### config.mk
export PLATFORM = sky130hd
export DESIGN_NAME = ps2_kbd_tx
export DESIGN_NICKNAME = d
export VERILOG_FILES = /design/src/rtl/ps2_kbd_tx.sv
export SDC_FILE = /design/constraint.sdc
export NUM_CORES = 1
export LEC_CHECK = 0
export ABC_AREA = 1
export BUFFER_PORTS_ARGS = -buffer_cell sky130_fd_sc_hd__buf_2
export CORE_ASPECT_RATIO = 1.75
export CORE_UTILIZATION = 60
export DETAILED_ROUTE_END_ITERATION = 16
export PLACE_DENSITY = 0.77
export SETUP_SLACK_MARGIN = 0.15
export SLEW_MARGIN = 20
export SYNTH_ARGS = -nofsm -noshare
export SYNTH_HDL_FRONTEND = slang
export SYNTH_SLANG_ARGS = --single-unit
### constraint.sdc
create_clock -name clk_p -period 3 [get_ports clk_p]
set_clock_uncertainty 0.15 [all_clocks]
set_input_delay 0.6 -clock clk_p [delete_from_list [all_inputs] [get_ports clk_p]]
set_output_delay 0.6 -clock clk_p [all_outputs]
set_load 0.005 [all_outputs]
### src/rtl/ps2_kbd_tx.sv
// ps2_kbd_tx - device-side (keyboard) PS/2 transmitter.
//
// Scancode bytes written through kbd_data/kbd_stb are queued in a small FIFO
// and serialised onto ps2_clk/ps2_data as 11-bit frames: start (0), eight data
// bits LSB first, odd parity, stop (1). One "tick" is PS2DIV+1 clk_p cycles,
// i.e. half a PS/2 clock period. Data only changes while ps2_clk is high, so
// the receiver can sample on every falling edge. After each frame the lines
// stay high for GAP_TICKS ticks before the next byte is considered.
//
// Optional feature: define PS2_TX_INHIBIT_EN to add the ps2_inhibit input.
// With it, the host can hold off frame starts (IDLE/GAP) and abort a frame
// before the stop bit is clocked; an aborted byte stays queued and is resent.
// Without it, ps2_inhibit does not exist and frames are never aborted.
module ps2_kbd_tx #(
    parameter logic [13:0] PS2DIV    = 14'd3332,
    parameter int          FIFO_AW   = 4,
    parameter int          GAP_TICKS = 4
) (
    input  logic       clk_p,
    input  logic       nreset,
    input  logic [7:0] kbd_data,
    input  logic       kbd_stb,
    output logic       kbd_full,
    output logic       overflow,
    output logic       busy,
    output logic       ps2_clk,
    output logic       ps2_data
`ifdef PS2_TX_INHIBIT_EN
    ,
    input  logic       ps2_inhibit
`endif
);

    localparam int DEPTH = 1 << FIFO_AW;
    localparam int GAP_W = (GAP_TICKS > 1) ? $clog2(GAP_TICKS) : 1;

    localparam logic [FIFO_AW:0] FULL_COUNT = {1'b1, {FIFO_AW{1'b0}}};
    localparam logic [GAP_W-1:0] GAP_LAST   = GAP_W'(GAP_TICKS - 1);
    localparam logic [GAP_W-1:0] GAP_ONE    = GAP_W'(1);
    localparam logic [3:0]       LAST_BIT   = 4'd10;

    localparam logic [1:0] ST_IDLE = 2'd0;
    localparam logic [1:0] ST_SEND = 2'd1;
    localparam logic [1:0] ST_GAP  = 2'd2;

    // ------------------------------------------------------------------
    // FIFO storage and pointers
    // ------------------------------------------------------------------
    logic [7:0]         mem [DEPTH];
    logic [FIFO_AW-1:0] wr_ptr_reg;
    logic [FIFO_AW-1:0] rd_ptr_reg;
    logic [FIFO_AW:0]   count_reg;
    logic [FIFO_AW:0]   count_next;
    logic               fifo_empty;
    logic               fifo_wr;
    logic               fifo_pop;
    logic [7:0]         head_byte;
    logic               ovf_reg;

    // ------------------------------------------------------------------
    // Serialiser state
    // ------------------------------------------------------------------
    logic [1:0]       state_reg;
    logic [1:0]       state_next;
    logic [13:0]      div_reg;
    logic [13:0]      div_next;
    logic             tick;
    logic [3:0]       bit_idx_reg;
    logic [3:0]       bit_idx_next;
    logic [9:0]       frame_reg;   // bits still to be sent after the one on the line
    logic [9:0]       frame_next;
    logic             clk_reg;
    logic             clk_next;
    logic             data_reg;
    logic             data_next;
    logic [GAP_W-1:0] gap_reg;
    logic [GAP_W-1:0] gap_next;

    // Host flow control: hold_req freezes IDLE/GAP, abort_req kills a frame
    // that has not yet clocked its stop bit.
    logic hold_req;
    logic abort_req;

`ifdef PS2_TX_INHIBIT_EN
    assign hold_req  = ps2_inhibit;
    assign abort_req = ps2_inhibit & ~((bit_idx_reg == LAST_BIT) & ~clk_reg);
`else
    assign hold_req  = 1'b0;
    assign abort_req = 1'b0;
`endif

    assign fifo_empty = (count_reg == '0);
    assign kbd_full   = (count_reg == FULL_COUNT);
    assign fifo_wr    = kbd_stb & ~kbd_full;
    assign head_byte  = mem[rd_ptr_reg];
    assign tick       = (div_reg == PS2DIV);

    assign overflow = ovf_reg;
    assign busy     = ~fifo_empty | (state_reg != ST_IDLE);
    assign ps2_clk  = clk_reg;
    assign ps2_data = data_reg;

    // FIFO data array: plain RAM without reset, written on accepted strobes.
    always_ff @(posedge clk_p) begin
        if (fifo_wr) begin
            mem[wr_ptr_reg] <= kbd_data;
        end
    end

    // Occupancy: a write and a pop in the same cycle cancel out.
    always_comb begin
        count_next = count_reg;
        case ({fifo_wr, fifo_pop})
            2'b10:   count_next = count_reg + 1'b1;
            2'b01:   count_next = count_reg - 1'b1;
            default: count_next = count_reg;
        endcase
    end

    // FIFO pointers, occupancy and the dropped-write pulse.
    always_ff @(posedge clk_p or negedge nreset) begin
        if (!nreset) begin
            wr_ptr_reg <= '0;
            rd_ptr_reg <= '0;
            count_reg  <= '0;
            ovf_reg    <= 1'b0;
        end else begin
            if (fifo_wr) begin
                wr_ptr_reg <= wr_ptr_reg + 1'b1;
            end
            if (fifo_pop) begin
                rd_ptr_reg <= rd_ptr_reg + 1'b1;
            end
            count_reg <= count_next;
            ovf_reg   <= kbd_stb & kbd_full;
        end
    end

    // Frame FSM next-state: divider, bit sequencing, line levels and pop.
    always_comb begin
        state_next   = state_reg;
        div_next     = div_reg;
        bit_idx_next = bit_idx_reg;
        frame_next   = frame_reg;
        clk_next     = clk_reg;
        data_next    = data_reg;
        gap_next     = gap_reg;
        fifo_pop     = 1'b0;

        case (state_reg)
            ST_IDLE: begin
                // Lines idle high; divider parked at 0 so SEND starts a fresh tick.
                clk_next  = 1'b1;
                data_next = 1'b1;
                div_next  = '0;
                if (!fifo_empty && !hold_req) begin
                    state_next   = ST_SEND;
                    bit_idx_next = 4'd0;
                    // Latch the head byte now so later writes cannot disturb it.
                    frame_next   = {1'b1, ~^head_byte, head_byte};
                    data_next    = 1'b0;
                end
            end

            ST_SEND: begin
                div_next = tick ? 14'd0 : div_reg + 14'd1;
                if (abort_req) begin
                    state_next = ST_GAP;
                    clk_next   = 1'b1;
                    data_next  = 1'b1;
                    div_next   = '0;
                    gap_next   = '0;
                end else if (tick) begin
                    if (clk_reg) begin
                        // Falling edge: receiver samples the bit on the line.
                        clk_next = 1'b0;
                    end else begin
                        // Rising edge: the only point where data may change.
                        clk_next = 1'b1;
                        if (bit_idx_reg == LAST_BIT) begin
                            fifo_pop   = 1'b1;
                            data_next  = 1'b1;
                            state_next = ST_GAP;
                            gap_next   = '0;
                        end else begin
                            bit_idx_next = bit_idx_reg + 4'd1;
                            data_next    = frame_reg[0];
                            frame_next   = {1'b1, frame_reg[9:1]};
                        end
                    end
                end
            end

            ST_GAP: begin
                clk_next  = 1'b1;
                data_next = 1'b1;
                if (!hold_req) begin
                    div_next = tick ? 14'd0 : div_reg + 14'd1;
                    if (tick) begin
                        if (gap_reg == GAP_LAST) begin
                            state_next = ST_IDLE;
                            gap_next   = '0;
                        end else begin
                            gap_next = gap_reg + GAP_ONE;
                        end
                    end
                end
            end

            default: begin
                state_next = ST_IDLE;
                clk_next   = 1'b1;
                data_next  = 1'b1;
                div_next   = '0;
                gap_next   = '0;
            end
        endcase
    end

    // Frame FSM registers; reset leaves both lines released (high).
    always_ff @(posedge clk_p or negedge nreset) begin
        if (!nreset) begin
            state_reg   <= ST_IDLE;
            div_reg     <= '0;
            bit_idx_reg <= '0;
            frame_reg   <= '1;
            clk_reg     <= 1'b1;
            data_reg    <= 1'b1;
            gap_reg     <= '0;
        end else begin
            state_reg   <= state_next;
            div_reg     <= div_next;
            bit_idx_reg <= bit_idx_next;
            frame_reg   <= frame_next;
            clk_reg     <= clk_next;
            data_reg    <= data_next;
            gap_reg     <= gap_next;
        end
    end

endmodule

Word level (Yosys, flattened, before mapping)

Memories as Yosys holds them, arrays and structs flattened.
Index checks and enable logic that the tools add are counted.

Register bits: 48
RAM bits: 128
Output and inout bits: 5
Word-level logic and storage cells: 91
Memories: 1

Memories:

| name | words | width | rd ports | clocked after Yosys merged registers in | write ports | line | source |
|---|---|---|---|---|---|---|---|
| mem  | 16    | 8     | 1        | 0                                       | 1           | 49   | `logic [7:0] mem [DEPTH];` |

Add/sub/neg operators: 7
Equality and inequality tests: 15
Mux-type cells: 40
Bitwise logic cells: 6
Reduce and logical (&&, ||, !) cells: 11

Operators with widths:

| operator              | number |
|---|---|
| $mux 10               | 4 |
| $mux 14               | 2 |
| $mux 2                | 11 |
| $pmux 10 s2           | 1 |
| $mux 4                | 4 |
| $add 14x1->14 const B | 1 |
| $eq 14x12->1 const B  | 1 |
| $ne 2x2->1 const B    | 7 |
| $mux 1                | 13 |
| $add 4x1->4 const B   | 3 |
| $pmux 2 s3            | 2 |
| $pmux 5 s2            | 1 |
| $reduce_and 5->1      | 2 |
| $pmux 4 s2            | 1 |
| $reduce_xnor 8->1     | 1 |
| $eq 2x2->1 const B    | 3 |
| $reduce_and 6->1      | 1 |
| $reduce_bool 2->1     | 3 |
| $add 5x1->5 const B   | 1 |
| $eq 5x5->1 const B    | 1 |
| $logic_not 5->1       | 1 |
| $sub 5x1->5 const B   | 1 |
| $eq 2x1->1 const B    | 2 |
| $eq 4x4->1 const B    | 1 |
| 8 further kinds       | 11 |

Logic depth before layout (Yosys ltp)

Word-level depth: 7
Depth in mapped cells: 17
Gate-level depth less buffers: 17

Worst setup path before layout

OpenSTA, ideal clock, no wires.

Kind: register to register
From: register div_reg[0]
To: register count_reg[4]
Arrival time: 2.304 ns
Required time: 2.719 ns
Path slack: 0.416 ns
Cell stages (with the launch flop): 18
Buffers on the path: 0
Clock period less this slack: 2.584 ns
Cells stage by stage: dfrtp_1 inv_1 ha_1 nand3_1 nor2_1 nand2_1 inv_1 nand3_1 inv_1 ha_1 fa_1 a21oi_1 nor2_1 nor2_1 inv_1 a21oi_1 o21ai_0 xor2_1

Longest elaborated chain between the ends: 5
Elaborated cells between the ends (all ways): 7
Those cells by class: eq/ne (3); mux (3); reduce/logical (1)

Ends and longest elaborated chain:

| item                                            | line | source |
|---|---|---|
| start: declaration                              | 65   | `logic [13:0] div_reg;` |
| start signal: assignment                        | 232  | `div_reg <= div_next;` |
| $eq 14x12->1 *                                  | 96   | `assign tick = (div_reg == PS2DIV);` |
| $mux 1 *                                        | 173  | `end else if (tick) begin` |
| $mux 1 *                                        | 150  | `case (state_reg)` |
| via fifo_pop                                    | 56   | `logic fifo_pop;` |
| $eq 2x1->1 or $eq 2x2->1 (tied branches)        | 113  | `case ({fifo_wr, fifo_pop})` |
| $pmux 5 s2 or $reduce_bool 2->1 (tied branches) | --   |  |
| end signal: assignment                          | 134  | `count_reg <= count_next;` |
| end: declaration                                | 52   | `logic [FIFO_AW:0] count_reg;` |

Mark *: on every way through the listed nets, which the timed path passes. The rest lies on a longest branch.
A chain may end at the register's enable or synchronous reset.

Worst setup path after layout

From: register state_reg[1]
To: output port busy

Longest elaborated chain between the ends: 2

Ends and longest elaborated chain:

| item                     | line | source |
|---|---|---|
| start: declaration       | 63   | `logic [1:0] state_reg;` |
| start signal: assignment | 231  | `state_reg <= state_next;` |
| $reduce_bool 2->1        | 99   | `assign busy = ~fifo_empty \| (state_reg != ST_IDLE);` |
| $or 1x1->1               | 99   |  |
| end: declaration         | 25   | `output logic busy,` |

No other way between the ends.

==> impl_results.md <==
* Run status: complete, but fails checks
* Failing checks: negative hold slack
* Count leader, synth: nand2_1
* Routed WL per cell at 16.4 um
* Initial antenna violation count at 0
* Filler cells at 958
* CP Max Fanout at 5
* Critical Path Start Type: flop
* PwrDens at 647 nW/um2
* Initial Utilization at 0.616
* MaxCap Viol Count at 0
* Yosys warnings at 0
* TritonCTS sink count at 175
* Leakage at 3.82 nW
* DP HPWL at 11000 um
* Total congestion overflow at 0
* Crit path max-delay family: simple AND/OR/NAND/NOR gates
* Antenna viol nets, final at 0
* Placed insts at 987
* WP buf/inv at 4
* Final WL at 16700 um
* Rel. slew slack at 0.511
* Area leader, netlist: edfxtp_1
* Netlist cell types at 31
* GRT busiest layer: met2
* Setup TNS at 0 ns
* Setup crit start: state_reg[1]
* Fin crit share at 0.896
* Min Hold Slack at -0.00759 ns
* Mapped cell area at 7970 um2
* Hold Vio Cnt, Final at 7
* Ys flop type: edfxtp_1
* Die H at 154 um
* Worst stage delay on the critical path at 0.50 ns
* Nets at 865
* Worst Path Arrival at 1.94 ns
* FMAX at 0.372 GHz
* # DRC at 0
* CTS root buf: clkbuf_16
* Placed Area at 8260 um2
* CP max-delay cell: nor3_1
* Mean Syn Cell Area at 9.88 um2
* Actual slew at the worst max-slew pin at 0.731 ns
* Initial DRC count at 401
* Synth Instances at 807
* Multi-input logic area at 2470 um2
* Final setup violation count at 0
* Seq/Total Area, Yosys at 0.632
* Htree depth at 4
* Syn nets at 836
* Total die area at 13800 um2
* Gr usage total at 0.264
* Worst path most repeated cell: inv_1
* Pre-CTS setup slack at 0.0585 ns
* Area Overhead vs Synth at 12.0%
* Longest Clk Path Bufs at 2
* Largest cells by area after synthesis: edfxtp_1, dfrtp_1, nand2_1
* M1 GR Usage at 0.280
* Core ar. at 12900 um2
* Largest net degree at the start of global routing at 77
* CTS tree: built
* Critical R2R Capture: count_reg[4]
* CTS buffer count at 17
* 1st-pass router iterations at 4
* Reg area at 5030 um2
* Maximum vdd drop at 0.478 mV
* IO Count at 16
* Number of global-route vias before repair at 5631
* Hold WC Path Type: in -> async
* Setup crit end kind: primary output
* M2 GR Usage at 0.478
* Die X at 89.1 um
* Crit-path cells: inv_1, ha_1, inv_1, nor3_1, inv_1, buf_2
* EDFF count, synth at 128
* R2r startpoint: div_reg[0]
* Setup ws final at 0.311 ns
* Met3 Usage GRT at 0.0416
* Row Count at 55
* Min Tclk post-route at 2.69 ns
* DR vias at 5593
* CP Data Required Time at 2.25 ns
* Max-slew violation count at 0
* First-pass GRT wire length at 26500 um
* Fin area at 8930 um2
* Asr flop ratio synth at 0.269
* Fin cells at 1020
* RePlAce Congestion at 0.847
* Most frequent cells after synthesis: nand2_1, edfxtp_1, inv_1
* Share of the synthesized area in the top cell type at 0.482
* Layout cells sized above 1 at 0.122
* Clk slew on worst S/H paths at 0.07 ns
* Post-synthesis register bit count at 175
* RSZ-0062 raised after global routing: no
* Hold_buf cts at 0
* FF-to-FF setup slack at 0.37 ns
* Antenna diodes at 0
* Max reg flops at 128
* Worst-Skew Late Latency at 0.42 ns
* Vias/cell at 5.48
* R2R cell count at 17
* CP Class: reg -> out
* Number of port buffers at 15
==> what timing repair did <==
action / in CTS / in global routing
setup endpoints to repair: 1 / 13
gates resized for setup: 3 / 12
buffers inserted: 0 / 1
cloned: 0 / 0
pin swaps: 0 / 2
==> placed cells by master, fill, tap and decap left out, types with 3 or more instances in the layout <==
cell type / count
inv_2: 8
nand3_1: 75
xnor2_1: 3
inv_1: 80
xor2_1: 8
nor2_1: 77
dfrtp_1: 35
a21oi_1: 18
nor3b_1: 4
nor2_2: 3
clkinv_1: 3
o21ai_0: 40
buf_4: 21
ha_1: 15
buf_2: 15
inv_6: 4
nor3_1: 7
nand2_1: 234
dfstp_2: 11
inv_8: 3
o211ai_1: 6
clkbuf_16: 17
edfxtp_1: 128
clkinvlp_4: 3
nand4_1: 4
or2_2: 5
==> layer usage <==
layer  part of all wire  wire [um]
met1               0.36       5940
met2               0.56       9350
met3              0.046        761
met4              0.038        636
met5                  0          0
==> logic make-up after synthesis <==
logic type      count (synthesis)  share of synthesized area
xor+xnor                       11                     0.0121
simple gates                  413                      0.213
fa+ha+maj                      18                     0.0292
compound gates                 72                     0.0480
flops                         175                      0.632
buf+inv                       118                     0.0659
==> how the worst max path moves through the flow <==
| stage | endpoint | slack [ns] | depth (start not counted) |
|---|---|---|---|
| 6_report | busy | 0.31 | 6 |
| 5_1_grt | busy | 0.17 | 6 |
| 4_1_cts | count_reg[4] | 0.17 | 17 |
| 3_5_place_dp | count_reg[4] | 0.06 | 17 |
| 3_3_place_gp | count_reg[4] | 0.18 | 17 |
| 2_1_floorplan | count_reg[4] | 0.42 | 17 |
==> metrics by stage <==
stage | power (mW) | util | hold WS, ns
final | 5.78 | 0.690 | -0.00759
after CTS | 5.76 | 0.686 | 0.00869
after global placement | 3.52 | 0.639 | 0.292
after floorplan | 3.34 | - | 0.154
after detailed placement | 3.57 | 0.639 | 0.305
after global routing | 5.98 | 0.690 | 0.0225
==> layout make-up <==
cell class,instances,area share
sequential,175,0.564
timing repair buffer,38,0.0306
inverter,90,0.0378
tap,171,0.0240
clock buffer,17,0.0477
clock inverter,15,0.0198
multi-input combinational,514,0.276
==> report_power, final <==
part | switching [mW] | internal [mW]
combinational | 0.422 | 0.201
clock | 0.958 | 1.26
sequential | 0.0993 | 2.84
Note: power is estimated with default switching activity, not from simulation.
